**src/rtl/cluster_id_remapper.sv**
```systemverilog
// cluster_id_remapper: compacts wide AXI IDs into a narrow slot-index ID space.
// Optional stall statistics counter enabled by CLUSTER_ID_REMAP_STALL_CNT_EN.
module cluster_id_remapper #(
    parameter int InIdWidth  = 4,
    parameter int OutIdWidth = 2,
    parameter int MaxTxns    = 8,
    parameter int CntWidth   = $clog2(MaxTxns + 1)
) (
    input  logic                  clk_i,
    input  logic                  rst_i,
    input  logic                  req_valid_i,
    output logic                  req_ready_o,
    input  logic [InIdWidth-1:0]  req_id_i,
    output logic                  req_valid_o,
    input  logic                  req_ready_i,
    output logic [OutIdWidth-1:0] req_id_o,
    input  logic                  rsp_valid_i,
    output logic                  rsp_ready_o,
    input  logic [OutIdWidth-1:0] rsp_id_i,
    input  logic                  rsp_last_i,
    output logic                  rsp_valid_o,
    input  logic                  rsp_ready_i,
    output logic [InIdWidth-1:0]  rsp_id_o,
    output logic [OutIdWidth:0]   free_slots_o,
    output logic                  busy_o,
    output logic [15:0]           stall_cnt_o
);

    localparam int NumSlots = 2 ** OutIdWidth;

    logic [NumSlots-1:0] slot_valid;
    logic [InIdWidth-1:0] slot_id [NumSlots];
    logic [CntWidth-1:0] slot_cnt [NumSlots];

    logic                  hit;
    logic [OutIdWidth-1:0] hit_idx;
    logic                  free_found;
    logic [OutIdWidth-1:0] free_idx;
    logic [OutIdWidth-1:0] sel_idx;
    logic                  stall;
    logic                  issue;
    logic                  rsp_done;
    logic [NumSlots-1:0]   inc;
    logic [NumSlots-1:0]   dec;
    logic [OutIdWidth:0]   free_cnt;

    // Lookup: matching slot and lowest free slot (descending scan keeps lowest).
    always_comb begin
        hit        = 1'b0;
        hit_idx    = '0;
        free_found = 1'b0;
        free_idx   = '0;
        for (int i = NumSlots - 1; i >= 0; i--) begin
            if (slot_valid[i] && slot_id[i] == req_id_i) begin
                hit     = 1'b1;
                hit_idx = OutIdWidth'(i);
            end
            if (!slot_valid[i]) begin
                free_found = 1'b1;
                free_idx   = OutIdWidth'(i);
            end
        end
    end

    assign sel_idx = hit ? hit_idx : free_idx;
    assign stall   = hit ? (slot_cnt[hit_idx] == CntWidth'(MaxTxns))
                         : !free_found;

    assign req_valid_o = req_valid_i & ~stall;
    assign req_ready_o = req_ready_i & ~stall;
    assign req_id_o    = sel_idx;

    assign rsp_valid_o = rsp_valid_i;
    assign rsp_ready_o = rsp_ready_i;
    assign rsp_id_o    = slot_id[rsp_id_i];

    assign issue    = req_valid_o & req_ready_i;
    assign rsp_done = rsp_valid_i & rsp_ready_i & rsp_last_i;

    // Per-slot increment/decrement strobes; decrement never underflows.
    always_comb begin
        inc = '0;
        dec = '0;
        for (int i = 0; i < NumSlots; i++) begin
            inc[i] = issue && (sel_idx == OutIdWidth'(i));
            dec[i] = rsp_done && (rsp_id_i == OutIdWidth'(i))
                     && (slot_cnt[i] != '0);
        end
    end

    // Occupancy summary from the registered valid bits.
    always_comb begin
        free_cnt = '0;
        for (int i = 0; i < NumSlots; i++) begin
            free_cnt = free_cnt + {{OutIdWidth{1'b0}}, ~slot_valid[i]};
        end
    end

    assign free_slots_o = free_cnt;
    assign busy_o       = |slot_valid;

    // Slot table update; a simultaneous issue keeps the slot alive.
    always_ff @(posedge clk_i) begin
        if (rst_i) begin
            slot_valid <= '0;
            for (int i = 0; i < NumSlots; i++) begin
                slot_id[i]  <= '0;
                slot_cnt[i] <= '0;
            end
        end else begin
            for (int i = 0; i < NumSlots; i++) begin
                if (inc[i] && !dec[i]) begin
                    slot_cnt[i] <= slot_cnt[i] + CntWidth'(1);
                end else if (dec[i] && !inc[i]) begin
                    slot_cnt[i] <= slot_cnt[i] - CntWidth'(1);
                end
                if (inc[i]) begin
                    slot_valid[i] <= 1'b1;
                    slot_id[i]    <= req_id_i;
                end else if (dec[i] && slot_cnt[i] == CntWidth'(1)) begin
                    slot_valid[i] <= 1'b0;
                end
            end
        end
    end

    // A response must target a slot with outstanding transactions.
    a_rsp_legal : assert property (
        @(posedge clk_i) disable iff (rst_i)
        (rsp_valid_i && rsp_ready_i) |->
            (slot_valid[rsp_id_i] && slot_cnt[rsp_id_i] != '0)
    );

`ifdef CLUSTER_ID_REMAP_STALL_CNT_EN
    logic [15:0] stall_cnt;

    // Saturating count of cycles where a request is held back.
    always_ff @(posedge clk_i) begin
        if (rst_i) begin
            stall_cnt <= '0;
        end else if (req_valid_i && stall && stall_cnt != 16'hFFFF) begin
            stall_cnt <= stall_cnt + 16'd1;
        end
    end

    assign stall_cnt_o = stall_cnt;
`else
    assign stall_cnt_o = 16'h0;
`endif

endmodule

```
**config.mk**
```make
export PLATFORM = sky130hd
export DESIGN_NAME = cluster_id_remapper
export DESIGN_NICKNAME = d
export VERILOG_FILES = /design/src/rtl/cluster_id_remapper.sv
export SDC_FILE = /design/constraint.sdc
export NUM_CORES = 1
export LEC_CHECK = 0
export ABC_AREA = 1
export CAP_MARGIN = 20
export CORE_UTILIZATION = 30
export CTS_BUF_LIST = sky130_fd_sc_hd__clkbuf_2
export DETAILED_ROUTE_END_ITERATION = 12
export PLACE_DENSITY = 0.47
export SKIP_CTS_REPAIR_TIMING = 1
export SYNTH_ARGS = -nofsm -noshare
export SYNTH_HDL_FRONTEND = slang
export SYNTH_SLANG_ARGS = --single-unit
```
**constraint.sdc**
```tcl
create_clock -name clk_i -period 2.65 [get_ports clk_i]
set_input_delay 0.3975 -clock clk_i [delete_from_list [all_inputs] [get_ports clk_i]]
set_output_delay 0.3975 -clock clk_i [all_outputs]
set_load 0.01 [all_outputs]
```
==> impl_metrics.toml, run 1 <==
[outcome]
status = "complete, no violations"

[critical_path]
endpoint_kind = "output port"
crit_required_ns = 2.25
regToRegEndpoint = "slot_cnt[1][3]$_SDFFCE_PN0P_"
r2r_slack_ns = 0.18
crit_arrival_ns = 2.16
r2r-start = "slot_id[2][1]$_SDFFCE_PN0P_"
cp-start-kind = "flip-flop"
path_class = "flip-flop to output port"
reg2regPathDepth = 17
critPathMaxFanout = 3

[sta]
finalSetupViolCount = 0
max_freq_ghz = 0.391
drv_slew = 0
hold_viol = 0
clock_skew_ns = 0.0218
period_share = 0.965
timing.final.ws_setup_ns = 0.0938
min_period_ns = 2.56
hold_slack_ns = 0.537
rsz0062_at_grt = "yes"

[floorplan]
ios = 43
die_x_um = 103
initial_utilization = 0.310
rows = 36
coreArea_sq_um = 9820
die_area_sq_um = 10500
dieHeight_um = 103

[placement]
pre_cts_slack_ns = -0.380
place_congestion = 0.805
post-dp-hpwl_um = 5850
port_buffers = 26

[run]
drv_cap = 0

[min_path]
hp-class = "input port to flip-flop"
min_from = "req_id_i[1]"
min_to = "slot_id[2][1]$_SDFFCE_PN0P_"
hold_depth = 4

[routing]
wl_per_cell_um = 12.2
vias = 2537
first_pass_iters = 5
drc = 0
vias_per_cell = 4.33
first_iter_violations = 90
ant_nets = 0
drt-total-wl_um = 7170

[clock_tree]
path_clk_slew_ns = 0.23
cts_tree = "built"
insertion_delay_ns = 0.42
clock_path_buffers = 2
cts_inserted_buffers = 5
cts-htree-levels = 2
cts_root_buf = "clkbuf_2"
cts.sinks = 36

[yosys]
syn_inst = 377
ys.flop_type = "edfxtp_1"
yosysUniqueCellTypes = 39
synth_edf_count = 32
netlist_area_sq_um = 3040
ys_seq_area_frac = 0.342
yosys_warnings = 0
synth_seq_cells = 36
syn_area_per_cell_sq_um = 8.07
async_flop_share = 0

[cells_and_area]
areaGrowthSynthToFinish_pct = 26.7
fin_nets = 481
multi_input_area_sq_um = 1690
layout_common_cells = "nand2_1 (66), inv_1 (52), buf_4 (48)"
final_common_cell = "nand2_1"
seqCellArea_sq_um = 1050
drive_gt1_frac = 0.283
antenna_cells = 0
n_fill_cell = 1017

[global_routing]
grt_pass1_vias = 2325
grt_antenna_before_repair = 0
track_usage = 0.146
grt-ovfl-total = 0
grt_pass1_wl_um = 11700
grt_max_degree = 18

[power_and_ir_drop]
vdd_drop_max_mv = 0.218
leakage_nw = 1.86
power.total_mw = 1.37
p_per_area_nw_per_um2 = 356
-- sequential cells by signal, summed over array words and instances (netlist names) --
signal / flops
slot_valid: 4
slot_cnt: 16
slot_id: 16
-- how the worst max path moves through the flow --
stage | start | end | slack (ns) | cells past startpoint
after CTS | req_id_i[2] | req_ready_o | -0.39 | 14
after global routing | slot_id[2][1]$_SDFFCE_PN0P_ | req_ready_o | -0.08 | 15
after global placement | req_id_i[2] | req_ready_o | -0.36 | 14
after floorplan | req_id_i[2] | slot_cnt[0][0]$_SDFFCE_PN0P_ | 0.44 | 14
after detailed placement | req_id_i[2] | req_ready_o | -0.38 | 14
final | slot_id[2][1]$_SDFFCE_PN0P_ | req_ready_o | 0.09 | 14
-- metal layers --
layer  track usage  part of all wire
met2         0.242              0.48
met1         0.193              0.48
met5             0                 0
met4        0.0407             0.012
met3        0.0285             0.031
-- worst max-delay path: stages, from the launching register on --
cell	delay (ns)
edfxtp_1	0.47
nand2_2	0.08
nand2_1	0.06
nor2_2	0.13
nand3_2	0.11
buf_4	0.15
nand2_2	0.06
nand2_2	0.06
nand2_2	0.10
nand2_2	0.06
nand3_2	0.08
nand3_4	0.11
nand3_4	0.11
inv_1	0.05
clkbuf_2	0.12
-- cell usage after synthesis, types with 2 or more instances --
| cell | instances | area (sq um) |
|---|---|---|
| nand3_1 | 17 | 85.1 |
| nor2_1 | 49 | 184 |
| o22ai_1 | 3 | 18.8 |
| o21ai_2 | 3 | 26.3 |
| nand4_1 | 10 | 62.6 |
| nand2_4 | 4 | 45.0 |
| a21oi_1 | 5 | 25.0 |
| nand3_4 | 3 | 52.6 |
| dfxtp_1 | 4 | 80.1 |
| nor2_4 | 3 | 33.8 |
| ha_1 | 15 | 188 |
| o221ai_1 | 2 | 17.5 |
| nand2_1 | 70 | 263 |
| buf_4 | 18 | 135 |
| inv_1 | 52 | 195 |
| inv_2 | 12 | 45.0 |
| xnor2_1 | 11 | 96.3 |
| nand2_2 | 13 | 81.3 |
| o21ai_0 | 7 | 35.0 |
| a22oi_1 | 3 | 22.5 |
| xor2_1 | 7 | 61.3 |
| inv_4 | 2 | 12.5 |
| nor3_1 | 2 | 10.0 |
| nand4_4 | 3 | 63.8 |
| edfxtp_1 | 32 | 961 |
| nor2_2 | 5 | 31.3 |
| nand3_2 | 10 | 100 |
-- cell families (layout without fill, tap and decap cells) --
| family | after synthesis | in the layout | synth area share |
|---|---|---|---|
| adders and majority gates | 16 | 16 | 0.0683 |
| buffers and inverters | 87 | 148 | 0.134 |
| xor gates and xnor gates | 18 | 18 | 0.0518 |
| and+or+nand+nor | 191 | 191 | 0.341 |
| other | 1 | 16 | 0.00123 |
| muxes | 1 | 1 | 0.00329 |
| DFF | 36 | 36 | 0.342 |
| AOI/OAI and AO/OA | 27 | 27 | 0.0576 |
-- where the power goes --
| part | switching (mW) | internal [mW] |
|---|---|---|
| combinational | 0.179 | 0.144 |
| sequential | 0.0284 | 0.644 |
| clock | 0.219 | 0.157 |
-- cell type report --
| class | instances | share of cell area |
|---|---|---|
| Multi-Input combinational cell | 269 | 0.437 |
| Sequential cell | 36 | 0.272 |
| Timing Repair Buffer | 74 | 0.164 |
| Inverter | 66 | 0.0656 |
| Tap cell | 133 | 0.0432 |
| Clock inverter | 3 | 0.0110 |
| Clock buffer | 5 | 0.00650 |
-- stage by stage --
step                      instance area, sq um  TNS [ns]  cells  utilization
after CTS                                 3740     -1.72    579        0.381
after floorplan                           3100         0    392            -
final                                     3850         0    586        0.392
after global routing                      3850    -0.201    586        0.392
after detailed placement                  3680    -14.67    571        0.374
after global placement                    3680    -12.92    571        0.374
No activity file was read; power rests on OpenSTA's default activity.
==> run 2: changes to the inputs <==
CORE_MARGIN = 2   (was not set)
clock period = 2.7 ns   (was 2.65 ns; I/O delays follow)
==> impl_metrics.toml, run 2 (synthesized netlist as in run 1, its figures left out) <==
[cells_and_area]
drive_gt1_frac = 0.261
areaGrowthSynthToFinish_pct = 24.8
multi_input_area_sq_um = 1690
fin_nets = 472
layout_common_cells = "nand2_1 (70), inv_1 (52), nor2_1 (48)"
antenna_cells = 0
fin_area_sq_um = 3800
n_fill_cell = 1059
seqCellArea_sq_um = 1040
reg_top3 = "slot_cnt (16), slot_id (16), slot_valid (4)"
final_cells = 577
final_common_cell = "nand2_1"

[sta]
max_freq_ghz = 0.385
clock_skew_ns = 0.00665
period_share = 0.962
finalSetupViolCount = 0
timing.final.ws_setup_ns = 0.103
drv_slew = 0
hold_viol = 0
min_period_ns = 2.60
rsz0062_at_grt = "yes"

[floorplan]
rows = 36
ios = 43
die_x_um = 105
coreArea_sq_um = 9820
die_area_sq_um = 11000
initial_utilization = 0.310
dieHeight_um = 105

[placement]
place_congestion = 0.856
post-dp-hpwl_um = 5890
pre_cts_slack_ns = -0.410
port_buffers = 26
dpl_cell_area_sq_um = 3670
post-place-cells = 568

[routing]
vias = 2497
first_iter_violations = 109
drt-total-wl_um = 7020
vias_per_cell = 4.33
wl_per_cell_um = 12.2
ant_nets = 0
drc = 0
first_pass_iters = 4

[min_path]
hp-class = "input port to flip-flop"

[power_and_ir_drop]
p_per_area_nw_per_um2 = 352
leakage_nw = 1.83
vdd_drop_max_mv = 0.166

[global_routing]
grt_max_degree = 19
grt_pass1_wl_um = 12300
grt-ovfl-total = 0
grt_antenna_before_repair = 0
grt_pass1_vias = 2516
track_usage = 0.139

[critical_path]
cp-start-kind = "flip-flop"
endpoint_kind = "output port"
path_class = "flip-flop to output port"
crit_arrival_ns = 2.19
critPathMaxFanout = 4
crit_required_ns = 2.30

[run]
drv_cap = 0

[outcome]
status = "complete, no violations"

[clock_tree]
insertion_delay_ns = 0.40
clock_path_buffers = 2
cts_tree = "built"
cts-htree-levels = 2
path_clk_slew_ns = 0.21
cts_inserted_buffers = 5
cts_root_buf = "clkbuf_2"
cts.sinks = 36
==> run 2: cell types whose count changed in the layout (fill, tap and decap cells not counted), moves of 2 or more <==
| cell | delta |
|---|---|
| dfxtp_2 | +2 |
| nand2_2 | -6 |
| xnor2_2 | +2 |
| nand2_1 | +4 |
| nand2_4 | +2 |
| buf_4 | -10 |
| xnor2_1 | -2 |
| dfxtp_4 | -2 |
==> run 2: final timing paths <==
kind / from / to / slack [ns] / cells past startpoint
worst max-delay path: slot_valid[3]$_SDFFE_PP0P_ / free_slots_o[0] / 0.10 / 5
worst min-delay path: req_id_i[1] / slot_id[1][1]$_SDFFCE_PN0P_ / 0.55 / 4
worst max register to register: slot_id[3][3]$_SDFFCE_PN0P_ / slot_cnt[1][0]$_SDFFCE_PN0P_ / 0.33 / 16
worst min register to register: slot_valid[1]$_SDFFE_PP0P_ / slot_valid[1]$_SDFFE_PP0P_ / 0.57 / 2
==> run 2: power breakdown <==
part	internal (mW)	switching (mW)
Clock	0.155	0.207
Sequential	0.633	0.0313
Combinational	0.138	0.171
==> run 2: per-layer routing <==
metal,track usage,share of wire,up-vias
met1,0.179,0.47,1146
li1,-,-,1309
met4,0.0286,0.0054,0
met5,0,0,-
met2,0.245,0.50,40
met3,0.0212,0.029,2
==> run 2: worst max-delay path, stage by stage (launching register included) <==
cell             delay (ns)
dfxtp_2                0.36
buf_4                  0.14
fa_1                   0.47
inv_1                  0.04
ha_1                   0.26
clkdlybuf4s50_1        0.52
==> run 2: area by class of cell <==
class | count | area share
well taps | 133 | 0.0438
clock buffers | 5 | 0.00659
repair buffers | 65 | 0.152
clock inverters | 3 | 0.0112
multi-input cells | 269 | 0.445
inverters | 66 | 0.0666
flip-flops and latches | 36 | 0.275
==> run 2: through the flow <==
| stage | power, mW | util | hold WS (ns) | TNS, ns |
|---|---|---|---|---|
| final | 1.34 | 0.387 | 0.546 | 0 |
| after global routing | 1.41 | 0.387 | 0.537 | -0.00264 |
| after CTS | 1.36 | 0.380 | 0.591 | -1.49 |
| after detailed placement | 0.987 | 0.373 | 0.567 | -15.35 |
| after global placement | 0.986 | 0.373 | 0.553 | -12.21 |
| after floorplan | 0.873 | - | 0.476 | 0 |
